--- src/rtl/signed_div_pkg.sv ---
// Shared constants and state encoding for the signed sequential divider.
package signed_div_pkg;
  localparam int DW_DEF = 8;
  localparam int VW_DEF = 4;

  typedef enum logic [1:0] {
    IDLE = 2'd0,
    CALC = 2'd1,
    SIGN = 2'd2
  } state_t;
endpackage

--- src/rtl/div_step.sv ---
// One restoring-division step on magnitudes: shift in a dividend bit, trial-subtract |b|.
module div_step #(
  parameter int VW = 4
) (
  input  logic [VW-1:0] rem,
  input  logic          din,
  input  logic [VW-1:0] dvs,
  output logic [VW-1:0] rem_nx,
  output logic          qbit
);
  logic [VW:0]   sh;
  logic [VW-1:0] sub;

  assign sh     = {rem, din};
  // When the subtraction succeeds the difference is below dvs, so the low VW bits are exact.
  assign sub    = sh[VW-1:0] - dvs;
  assign qbit   = (sh >= {1'b0, dvs});
  assign rem_nx = qbit ? sub : sh[VW-1:0];
endmodule

--- src/rtl/signed_seq_divider.sv ---
// Signed DW/VW restoring divider, one quotient bit per cycle, result DW+1 edges after start.
// Define SIGNED_DIV_STATUS_EN to add the dz (divide-by-zero) and ovf (MIN/-1) flag ports.
module signed_seq_divider
  import signed_div_pkg::*;
#(
  parameter int DW = DW_DEF,
  parameter int VW = VW_DEF
) (
  input  logic                 clk,
  input  logic                 rst_n,
  input  logic                 start,
  input  logic signed [DW-1:0] a,
  input  logic signed [VW-1:0] b,
  output logic                 busy,
  output logic                 done,
  output logic signed [DW-1:0] q,
  output logic signed [VW-1:0] r
`ifdef SIGNED_DIV_STATUS_EN
  ,
  output logic                 dz,
  output logic                 ovf
`endif
);
  localparam int CW = (DW > 1) ? $clog2(DW) : 1;

  state_t        state, state_nx;
  logic [CW-1:0] cnt;
  // areg starts as |a|; dividend bits leave at the top while quotient bits enter at the bottom.
  logic [DW-1:0] areg;
  logic [VW-1:0] rem, bmag, rem_nx;
  logic          sa, sb, bz, qbit;
`ifdef SIGNED_DIV_STATUS_EN
  logic          ov;
`endif

  always_ff @(posedge clk) begin
    if (!rst_n) state <= IDLE;
    else        state <= state_nx;
  end

  always_comb begin
    state_nx = state;
    case (state)
      IDLE:    if (start) state_nx = CALC;
      CALC:    if (cnt == CW'(DW-1)) state_nx = SIGN;
      SIGN:    state_nx = IDLE;
      default: state_nx = IDLE;
    endcase
  end

  assign busy = (state != IDLE);

  div_step #(.VW(VW)) u_step (
    .rem    (rem),
    .din    (areg[DW-1]),
    .dvs    (bmag),
    .rem_nx (rem_nx),
    .qbit   (qbit)
  );

  always_ff @(posedge clk) begin
    if (!rst_n) begin
      cnt  <= '0;
      areg <= '0;
      rem  <= '0;
      bmag <= '0;
      sa   <= 1'b0;
      sb   <= 1'b0;
      bz   <= 1'b0;
      done <= 1'b0;
      q    <= '0;
      r    <= '0;
`ifdef SIGNED_DIV_STATUS_EN
      ov   <= 1'b0;
      dz   <= 1'b0;
      ovf  <= 1'b0;
`endif
    end else begin
      done <= 1'b0;
      case (state)
        IDLE: if (start) begin
          // -MIN wraps to MIN, whose bit pattern is the correct unsigned magnitude.
          areg <= a[DW-1] ? -a : a;
          bmag <= b[VW-1] ? -b : b;
          sa   <= a[DW-1];
          sb   <= b[VW-1];
          bz   <= (b == '0);
          rem  <= '0;
          cnt  <= '0;
`ifdef SIGNED_DIV_STATUS_EN
          ov   <= (a == {1'b1, {(DW-1){1'b0}}}) && (b == '1);
`endif
        end
        CALC: begin
          rem  <= rem_nx;
          areg <= {areg[DW-2:0], qbit};
          cnt  <= cnt + CW'(1);
        end
        SIGN: begin
          done <= 1'b1;
          // A zero divisor leaves all-ones in areg and junk in rem; force the defined result.
          q    <= bz ? '1 : ((sa ^ sb) ? -areg : areg);
          r    <= bz ? '0 : (sa ? -rem : rem);
`ifdef SIGNED_DIV_STATUS_EN
          dz   <= bz;
          ovf  <= ov;
`endif
        end
        default: ;
      endcase
    end
  end
endmodule

--- config.mk ---
export PLATFORM = sky130hd
export DESIGN_NAME = signed_seq_divider
export DESIGN_NICKNAME = d
export VERILOG_FILES = /design/src/rtl/signed_div_pkg.sv /design/src/rtl/div_step.sv /design/src/rtl/signed_seq_divider.sv
export SDC_FILE = /design/constraint.sdc
export NUM_CORES = 1
export LEC_CHECK = 0
export ABC_AREA = 0
export BUFFER_PORTS_ARGS = -buffer_cell sky130_fd_sc_hd__buf_2
export CAP_MARGIN = 20
export CORE_MARGIN = 3
export CORE_UTILIZATION = 50
export DETAILED_ROUTE_END_ITERATION = 16
export PLACE_DENSITY_LB_ADDON = 0.08
export SLEW_MARGIN = 25
export SYNTH_ARGS = -nofsm -noshare
export SYNTH_HDL_FRONTEND = slang
export SYNTH_SLANG_ARGS = --single-unit
--- constraint.sdc ---
create_clock -name clk -period 2.4 [get_ports clk]
set_clock_uncertainty 0.1 [all_clocks]
set_input_delay 0.48 -clock clk [delete_from_list [all_inputs] [get_ports clk]]
set_output_delay 0.48 -clock clk [all_outputs]
set_load 0.1 [all_outputs]
==> key figures, run 1 <==
Timing
  • Least-Margin Pin Slew: 0.483 ns
  • Fin crit period: 1.90 ns
  • Setup violation total in the final timing report: 0
  • Final Cycle Share: 79.1%
  • Setup TNS: 0 ns
  • Max Fclk: 0.527 GHz
  • Final Max Tran Viols: 0
  • Final hold vios: 0
  • RSZ-0062 raised after global routing: false
  • Worst slew margin: 67.8%
  • Hold_ws: roughly 0.34 ns

Yosys
  • Post-synthesis compound-gate area fraction: 22.4%
  • Multiplexer share of the synthesized area: less than 1%
  • Main combinational cell family by area after synthesis: compound AO/OA/AOI/OAI gates
  • Ys async rst share: 0%
  • Mapped Area: 0.00197 mm^2
  • Post-Synth XOR/XNOR Area: 7.05%
  • Synth Instances: between 200 and 250
  • Post-Synth Adder-Cell Area: 7.37%
  • Synth cell types: 50
  • Synth top area cells: dfxtp_1 (38%), ha_1 (6.4%), xnor2_1 (5.3%)
  • Simple-gate portion of the synthesized area: 19.6%
  • Net count after synthesis: 260
  • Number of synthesized flops with an enable pin: 0
  • Biggest area consumer among synthesized cells: dfxtp_1
  • Share of the synthesized area in the top cell type: a little under two fifths
  • Avg Inst Size Synth: about 8.4 um^2
  • Synthesis warning total: 0
  • Register area share after synthesis: 37.6%
  • Ys flop type: dfxtp_1
  • Seq cells post-synth: 37

Clock network
  • Setup Fix Bufs, Post-CTS: 0
  • CTS H-tree lvls: 2
  • Hold-fix buffers, CTS: 0
  • CTS max path bufs: 2
  • Clock Latency Late Sink: 0.29 ns
  • CTS Sinks: 37
  • Clock-pin slew of the registers on the worst-case setup and hold paths: ~0.070 ns
  • TritonCTS buffer count: 5
  • Root Buffer: clkbuf_8
  • Post-CTS sizing: 0
  • CTS tree: done

Routing
  • DRC Markers: 0
  • Vias/cell: 5.44
  • Wire per inst: 13.7 um
  • Detailed-router iteration count before antenna repair: 4
  • Initial drt markers: ~100
  • Detail Route Antenna Nets: 0
  • Total Wirelength: 4.27 mm
  • Via count: 1,698

Layout
  • NumNets Final: 290
  • Layout cells sized above 1: between 10% and 20%
  • Area of the multi-input gates: between 0.001 and 0.0015 mm^2
  • Antenna diodes: 0
  • Most frequent cells in the layout: dfxtp_1 (37), buf_2 (28), nor2_1 (23)
  • Reg area: approximately 740 um^2
  • Fin util: 60.9%
  • Area Overhead vs Synth: 15.0%
  • Commonest non-fill, non-tap cell in the layout: dfxtp_1
  • # fillers: 350

Global route
  • Gr usage total: 20.0%
  • Largest net degree at the start of global routing: 17
  • Total grt overflow: 0
  • Vias in the first global route: 1,505
  • First-pass GRT wire length: 6.98 mm
  • Initial antenna violation count: 0

Worst setup path
  • Worst EP required: approximately 2.5 ns
  • Worst-path fanout max: 6
  • FF-to-FF setup slack: just over 0.5 ns
  • Type of the worst setup path: reg -> reg
  • R2R Path Start: rem[0]
  • Arr. time, crit path: 1.99 ns
  • Reg2reg end: rem[0]
  • CP startpoint kind: register
  • Critical Path End Type: register
  • Worst-case reg-to-reg path depth: 5

Power and ir drop
  • Sequential cell fraction of total power: between 40% and 50%
  • PwrDens: 643 mW/mm^2
  • Int Power: around 0.0011 W
  • Peak VDD IR: 0.516 mV
  • Logic gate share of total power: a little under a fifth
  • Pleak: 0.929 nW
  • Net Switching: a little over 0.0004 W
  • Sw Share: between 20% and 30%
  • Clock share of power: a little over a third

Placement
  • DPL Wire Length: 3.31 mm
  • Number of port buffers: 28
  • Gpl congestion: 0.899

Die
  • I/O pin cnt: 29
  • Die width: 68.8 um
  • Die H: ~69 um
  • Total core area: between 0.003 and 0.004 mm^2
  • Site row count: 22
  • Initial Util: between 50 and 60%
  • Die ar.: 0.00473 mm^2

Flow run
  • Total of max-cap violations: 0

Worst hold path
  • Worst Hold Path EP: bmag[0]
  • Hold Path Stages: 3
  • Hold Path Class: in -> reg
  • Hold_sp: b[0]

Outcome
  • Status: finished, final reports clean
how the worst max path moves through the flow:
stage / startpoint / to / cells after the start
after floorplan: rem[0] / rem[0] / 5
after global placement: a[0] / areg[4] / 7
after detailed placement: a[0] / areg[4] / 7
after CTS: rem[0] / rem[0] / 5
after global routing: rem[0] / rem[0] / 5
final: rem[0] / rem[0] / 5
synthesized netlist by cell type (all sizes together) (2+ instances only):
cell type / instances
a211o: 2
a211oi: 4
a21oi: 18
a222oi: 3
a22oi: 4
a311oi: 3
a31oi: 4
and2: 2
and3: 2
and3b: 2
buf: 4
clkbuf: 5
dfxtp: 37
ha: 10
inv: 17
nand2: 20
nand2b: 5
nand3: 8
nand4: 2
nor2: 24
nor2b: 2
nor3: 5
o21ai: 11
o31ai: 5
xnor2: 13
xor2: 2
per-layer routing:
layer | track usage, % | vias to the layer above | share of wire (%)
met2 | 31.5 | 46 | 45
met4 | 5.11 | 0 | 0.54
met5 | 0 | - | 0
met1 | 26.6 | 754 | 49
met3 | 6.32 | 3 | 6.0
li1 | - | 895 | -
through the flow:
stage,power [W],cells,instance area (um^2),setup WS [ns]
3_3_place_gp,0.000948,305,2160,0.528
4_1_cts,0.00147,312,2260,0.493
2_1_floorplan,0.000882,234,1970,0.625
5_1_grt,0.00153,312,2260,0.377
6_report,0.00146,312,2260,0.503
3_5_place_dp,0.000950,305,2160,0.493
cells by family (layout without fill, tap and decap cells):
group / Yosys count / after routing
flip-flops: 37 / 37
AO/OA/AOI/OAI: 64 / 64
AND/OR/NAND/NOR: 79 / 79
XOR/XNOR: 15 / 15
multiplexers: 1 / 1
buffers and inverters: 27 / 57
adder cells (fa/ha/maj): 11 / 11
final cells by class:
class / instances / share of cell area (%)
Inverter: 18 / 2.98
Multi-Input combinational cell: 170 / 49.6
Clock buffer: 5 / 3.04
Timing Repair Buffer: 32 / 7.51
Sequential cell: 37 / 32.7
Tap cell: 48 / 2.65
Clock inverter: 2 / 1.55
registers in the layout, indices dropped and copies added, names as in the netlist, 2 cells and up:
| signal | cells |
|---|---|
| rem | 4 |
| areg | 8 |
| bmag | 4 |
| q | 8 |
| cnt | 3 |
| state | 2 |
| r | 4 |
power by group through the flow:
stage          logic, W  registers, W  clock network [W]
6_report       0.000268      0.000668           0.000520
5_1_grt        0.000302      0.000672           0.000560
4_1_cts        0.000270      0.000668           0.000535
3_5_place_dp   0.000268      0.000682                  0
3_3_place_gp   0.000266      0.000682                  0
2_1_floorplan  0.000209      0.000673                  0
worst max-delay path, stage by stage, from the launching register on:
cell and delay, ns:
dfxtp_1 0.45, ha_1 0.28, and3b_1 0.23, o31ai_4 0.34, a211oi_1 0.12, a211o_1 0.28
No activity file was read; power rests on OpenSTA's default activity.
==> run 2, diff against run 1 <==
Settings changed: ABC_AREA 0 to 1.
Clock period 2.4 ns to 1.9 ns, I/O delays scaled along.
==> run 2 against run 1 <==
  * Largest power group unchanged
  * Via count increased by 11%
  * Die area increased by 4.3%
  * Register-to-register slack got worse by 0.23 ns
  * Clock power increased by 35%
  * Routed wire length increased by 5.0%
  * Largest cell class unchanged
  * Cell count increased by 17%
==> key figures, run 2 <==
Timing
  • Final Max Tran Viols: 0
  • Final Cycle Share: 95.0%
  • Fin crit period: 1.81 ns
  • Max Fclk: between 0.5 and 0.6 GHz
  • Final hold vios: 0
  • RSZ-0062 raised after global routing: false
  • Hold_ws: 0.268 ns
  • Setup TNS: 0 ns
  • Final WS setup: 0.0942 ns
  • Setup violation total in the final timing report: 0
  • Least-Margin Pin Slew: 0.485 ns
  • Worst slew margin: 67.9%

Worst hold path
  • Hold Path Class: in -> reg
  • Hold_sp: b[0]
  • Hold Path Stages: 3

Routing
  • Initial drt markers: between 100 and 150
  • Detail Route Antenna Nets: 0
  • Via count: ~1,900
  • DRC Markers: 0
  • Wire per inst: 12.3 um
  • Vias/cell: 5.17
  • Total Wirelength: 4.49 mm
  • Detailed-router iteration count before antenna repair: 4

Layout
  • Post-route insts no fill: between 300 and 400
  • Fin util: 62.3%
  • Layout cells sized above 1: a little under a fifth
  • Most frequent cells in the layout: nand2_1 (48), inv_1 (38), dfxtp_1 (37)
  • # fillers: 369
  • Area Overhead vs Synth: 15.7%
  • Largest registers: areg: 8 flops, q: 8 flops
  • Antenna diodes: 0
  • NumNets Final: 341
  • Commonest non-fill, non-tap cell in the layout: nand2_1

Yosys
  • Synthesis warning total: 0
  • Multiplexer share of the synthesized area: 0%
  • Seq cells post-synth: 37
  • Post-Synth Adder-Cell Area: around 7%
  • Simple-gate portion of the synthesized area: 26.5%
  • Avg Inst Size Synth: 7.29 um^2
  • Ys flop type: dfxtp_1
  • Synth top area cells: dfxtp_1 (36%), nand2_1 (8.9%), a21oi_1 (8.3%)
  • Cell with the most instances after synthesis: nand2_1
  • Synth cell types: 38
  • Most frequent cells after synthesis: nand2_1 (49), inv_1 (38), dfxtp_1 (37), a21oi_1 (34), nand3_1 (24)
  • Mapped Area: 0.00206 mm^2
  • Synth Instances: 283
  • Biggest area consumer among synthesized cells: dfxtp_1
  • Register area share after synthesis: 35.9%
  • Ys async rst share: 0%
  • Share of the synthesized area in the top cell type: 35.9%
  • Post-Synth XOR/XNOR Area: under 10%
  • Post-synthesis compound-gate area fraction: approximately 18%
  • Number of synthesized flops with an enable pin: 0
  • Main combinational cell family by area after synthesis: simple AND/OR/NAND/NOR gates
  • Net count after synthesis: approximately 300

Worst setup path
  • Arr. time, crit path: 1.33 ns
  • Worst-case reg-to-reg path depth: 9
  • Type of the worst setup path: reg -> out
  • CP startpoint kind: register
  • R2R Path Start: bmag[2]
  • Worst-path fanout max: 3
  • Worst EP required: 1.42 ns
  • Worst Setup SP: state[1]
  • Critical Path End Type: output pin

Clock network
  • CTS tree: done
  • Clock Latency Late Sink: 0.30 ns
  • TritonCTS buffer count: 5
  • Hold-fix buffers, CTS: 0
  • CTS Sinks: 37
  • Root Buffer: clkbuf_8
  • Clock-pin slew of the registers on the worst-case setup and hold paths: 0.08 ns
  • CTS max path bufs: 2
  • CTS H-tree lvls: 2

Global route
  • Initial antenna violation count: 0
  • Gr usage total: 19.4%
  • Vias in the first global route: ~1,800
  • Largest net degree at the start of global routing: 18
  • Total grt overflow: 0
  • First-pass GRT wire length: about 7.7 mm

Placement
  • Gpl congestion: 0.896
  • Dpl cells: 356
  • DPL Wire Length: 3.42 mm
  • Number of port buffers: 28
  • Pre-CTS setup slack: 0.240 ns

Die
  • Total core area: 0.00383 mm^2
  • Die ar.: 0.00493 mm^2
  • I/O pin cnt: 29
  • Initial Util: 53.9%
  • Die width: 70.2 um
  • Die H: 70.2 um
  • Site row count: 22

Power and ir drop
  • PwrDens: between 800 and 900 mW/mm^2
  • Pleak: 1.10 nW
  • Peak VDD IR: 0.554 mV

Flow run
  • Total of max-cap violations: 0

Outcome
  • Status: finished, final reports clean
run 2: cells by family after synthesis:
family | after synthesis
xor gates and xnor gates | 4
and+or+nand+nor | 112
buffers and inverters | 52
AOI/OAI and AO/OA | 67
adders and majority gates | 11
DFF | 37
run 2: path summary, 6_finish.rpt:
path / endpoint / slack [ns]
max: busy / 0.09
min: bmag[0] / 0.27
max reg2reg: rem[0] / 0.27
min reg2reg: r[3] / 0.36
run 2: final cells by class:
class / count / area [um^2] / share of cell area [%]
multi-input cells: 194 / 1100 / 46.3
well taps: 48 / 60.1 / 2.52
clock buffers: 5 / 68.8 / 2.89
flip-flops and latches: 37 / 741 / 31.1
repair buffers: 33 / 190 / 7.97
clock inverters: 3 / 46.3 / 1.94
inverters: 44 / 175 / 7.35
run 2: metrics by stage:
| step | cell area [um^2] | total power, W |
|---|---|---|
| finish | 2380 | 0.00204 |
| global route | 2380 | 0.00216 |
| CTS | 2380 | 0.00204 |
| detailed placement | 2270 | 0.00135 |
| global placement | 2270 | 0.00134 |
| floorplan | 2060 | 0.00124 |
run 2: worst max-delay path, stage by stage (launching register included):
cell and delay (ns):
dfxtp_1 0.45, inv_2 0.10, nand2_1 0.07, buf_2 0.41
run 2: report_power, final:
| group | leakage (nW) | internal [W] | total [W] | switching, W |
|---|---|---|---|---|
| combinational | 0.748 | 0.000178 | 0.000481 | 0.000302 |
| sequential | 0.302 | 0.000817 | 0.000854 | 0.0000372 |
| clock | 0.0543 | 0.000393 | 0.000702 | 0.000309 |
run 2: routing by layer:
metal / wire length, um / up-vias / part of all wire [%] / GRT usage, %
li1: - / 997 / - / -
met1: 2260 / 849 / 50 / 25.4
met2: 2020 / 29 / 45 / 30.4
met3: 157 / 6 / 3.5 / 6.33
met4: 48 / 0 / 1.1 / 5.32
met5: 0 / - / 0 / 0
run 2: repair_timing:
item	CTS	global route
setup endpoints to repair	0	2
setup buffers	0	0
resized for setup	0	1
==> run 3, diff against run 2 <==
Settings changed: SYNTH_HIERARCHICAL from default to 1.
==> run 3 against run 2 <==
  * Cell count up 5.5%
  * Clock-buffer cell count unchanged
  * Global-route usage up 0.61 points
  * Non-clock buffer count unchanged
  * Combinational power down 6.7%
  * Design area up 4.1%
  * Largest power group unchanged
  * Flip-flop and latch count unchanged
  * Register-to-register slack worse by 0.05 ns
  * First-iteration DRC count down 45%
==> key figures, run 3 <==
Flow run
  • Total of max-cap violations: 0

Die
  • Die width: 72.3 um
  • Site row count: 23
  • Die H: between 70 and 80 um
  • Total core area: 0.00412 mm^2
  • Die ar.: about 0.0052 mm^2
  • Initial Util: 53.4%
  • I/O pin cnt: 29

Worst setup path
  • CP Cell Sequence: inv_2 > nand2_1 > buf_2
  • Crit path depth: 3
  • Critical Path Max Stage Delay: 0.43 ns
  • Worst-path fanout max: 4
  • Worst Path Buf+Inv: 2
  • Highest-delay cell along the critical path: dfxtp_1
  • CP startpoint kind: register
  • Critical Path End Type: output pin
  • Type of the worst setup path: reg -> out
  • Worst EP required: 1.42 ns
  • Worst-case reg-to-reg path depth: 10
  • Top Family by Delay on Critical Path: buffers and inverters
  • Arr. time, crit path: 1.29 ns

Timing
  • Setup violation total in the final timing report: 0
  • Final hold vios: 0
  • Worst slew margin: between 60% and 70%
  • RSZ-0062 raised after global routing: false
  • Setup TNS: 0 ns
  • Max Fclk: 0.565 GHz
  • Fin crit period: roughly 1.8 ns
  • Final Cycle Share: 93.2%
  • Least-Margin Pin Slew: 0.490 ns
  • Final Max Tran Viols: 0

Routing
  • Vias/cell: just over 5
  • DRC Markers: 0
  • Detailed-router iteration count before antenna repair: 4
  • Initial drt markers: 56
  • Via count: 1,933
  • Total Wirelength: 4.60 mm
  • Detail Route Antenna Nets: 0
  • Wire per inst: 12.0 um

Clock network
  • Setup Fix Bufs, Post-CTS: 0
  • CTS max path bufs: 2
  • Hold-fix buffers, CTS: 0
  • CTS tree: done
  • TritonCTS buffer count: 5
  • CTS Sinks: 37
  • Post-CTS sizing: 0
  • Clock Latency Late Sink: 0.29 ns
  • Root Buffer: clkbuf_8
  • Clock-pin slew of the registers on the worst-case setup and hold paths: 0.08 ns
  • CTS H-tree lvls: 2

Yosys
  • Simple-gate portion of the synthesized area: 27.0%
  • Mapped Area: between 0.002 and 0.0025 mm^2
  • Post-Synth XOR/XNOR Area: around 2.4%
  • Cell with the most instances after synthesis: nand2_1
  • Post-synthesis compound-gate area fraction: between 10% and 20%
  • Post-Synth Adder-Cell Area: 6.61%
  • Main combinational cell family by area after synthesis: simple AND/OR/NAND/NOR gates
  • Seq cells post-synth: 37
  • Multiplexer share of the synthesized area: 0%
  • Number of synthesized flops with an enable pin: 0
  • Register area share after synthesis: 33.7%
  • Most frequent cells after synthesis: nand2_1 (58), inv_1 (49), dfxtp_1 (37), nand3_1 (22)
  • Net count after synthesis: around 330
  • Synth Instances: 302
  • Synthesis warning total: 6
  • Ys async rst share: 0%
  • Biggest area consumer among synthesized cells: dfxtp_1
  • Synth cell types: 34
  • Ys flop type: dfxtp_1
  • Synth top area cells: dfxtp_1 (34%), nand2_1 (9.9%), inv_1 (8.4%)
  • Share of the synthesized area in the top cell type: between 30% and 40%
  • Avg Inst Size Synth: 7.27 um^2

Placement
  • DPL Wire Length: 3.54 mm
  • Number of port buffers: 28
  • Gpl congestion: 0.747

Global route
  • Initial antenna violation count: 0
  • Largest net degree at the start of global routing: 16
  • Vias in the first global route: approximately 1,900
  • Total grt overflow: 0
  • First-pass GRT wire length: between 8 and 9 mm
  • Gr usage total: 20.0%

Outcome
  • Status: finished, final reports clean

Power and ir drop
  • Net Switching: 0.000589 W
  • Logic gate share of total power: 23.1%
  • PwrDens: 783 mW/mm^2
  • Peak VDD IR: 0.402 mV
  • Sequential cell fraction of total power: 43.0%
  • Int Power: 0.00135 W
  • Sw Share: between 30% and 40%
  • Pleak: 1.19 nW
  • Final total power: 0.00194 W
  • Clock share of power: 33.9%

Layout
  • Commonest non-fill, non-tap cell in the layout: nand2_1
  • Antenna diodes: 0
  • Most frequent cells in the layout: nand2_1 (58), inv_1 (49), dfxtp_1 (37)
  • Layout cells sized above 1: 21.0%
  • Area Overhead vs Synth: 13.1%
  • Largest registers: areg: 8 flops, q: 8 flops
  • NumNets Final: 360
  • Fin util: a little over 60%

Worst hold path
  • Hold Path Class: in -> reg
  • Hold Path Stages: 3
run 3: cell types whose count changed in the layout (fill, tap and decap cells not counted), moves of 3 or more:
cell     before  now
a21oi_1      34   18
o21ai_1       3    0
inv_2         2    6
nor2_4        2    5
a21oi_2       2    7
inv_1        38   49
nand2_1      48   58
o21ai_0      16   20
run 3: power by group through the flow:
stage | combinational [W] | clock, W | sequential [W]
global placement | 0.000445 | 0 | 0.000853
detailed placement | 0.000450 | 0 | 0.000854
global route | 0.000517 | 0.000707 | 0.000841
CTS | 0.000452 | 0.000678 | 0.000837
finish | 0.000449 | 0.000659 | 0.000836
floorplan | 0.000365 | 0 | 0.000849
run 3: per-stage QoR:
stage | std cells | cell area, um^2 | hold slack [ns] | setup slack [ns]
after floorplan | 302 | 2200 | 0.329 | 0.250
after global placement | 377 | 2380 | 0.351 | 0.246
after detailed placement | 377 | 2380 | 0.353 | 0.228
after CTS | 384 | 2480 | 0.253 | 0.105
after global routing | 384 | 2480 | 0.278 | 0.0192
final | 384 | 2480 | 0.261 | 0.130
run 3: worst register-to-register path, delay by kind of cell (launching register included):
kind / cells / cell delay [ns]
buf+inv: 1 / 0.05
simple gates: 7 / 0.61
flops: 1 / 0.34
fa+ha+maj: 1 / 0.32
compound gates: 1 / 0.16
run 3: kinds of logic after synthesis:
| family | count (synthesis) |
|---|---|
| AOI/OAI and AO/OA | 62 |
| xor gates and xnor gates | 6 |
| adders and majority gates | 11 |
| buffers and inverters | 64 |
| DFF | 37 |
| and+or+nand+nor | 122 |
run 3: area by class of cell:
type,count,area [um^2]
clock buffer,5,68.8
clock inverter,2,35.0
fill,406,1630
inverter,56,213
multi-input combinational,201,1190
sequential,37,741
tap,50,62.6
timing repair buffer,33,178
run 3: path summary, 6_finish.rpt:
kind | slack [ns] | end | from
max | 0.13 | busy | state[1]
min | 0.26 | bmag[1] | b[1]
max reg2reg | 0.22 | rem[2] | bmag[3]
min reg2reg | 0.36 | cnt[0] | cnt[0]
run 3: metal layers:
layer  routed length, um  GRT usage, %
met1                2220          24.2
met2                2110          33.9
met3                 202          4.16
met4                  71          8.98
met5                   0             0
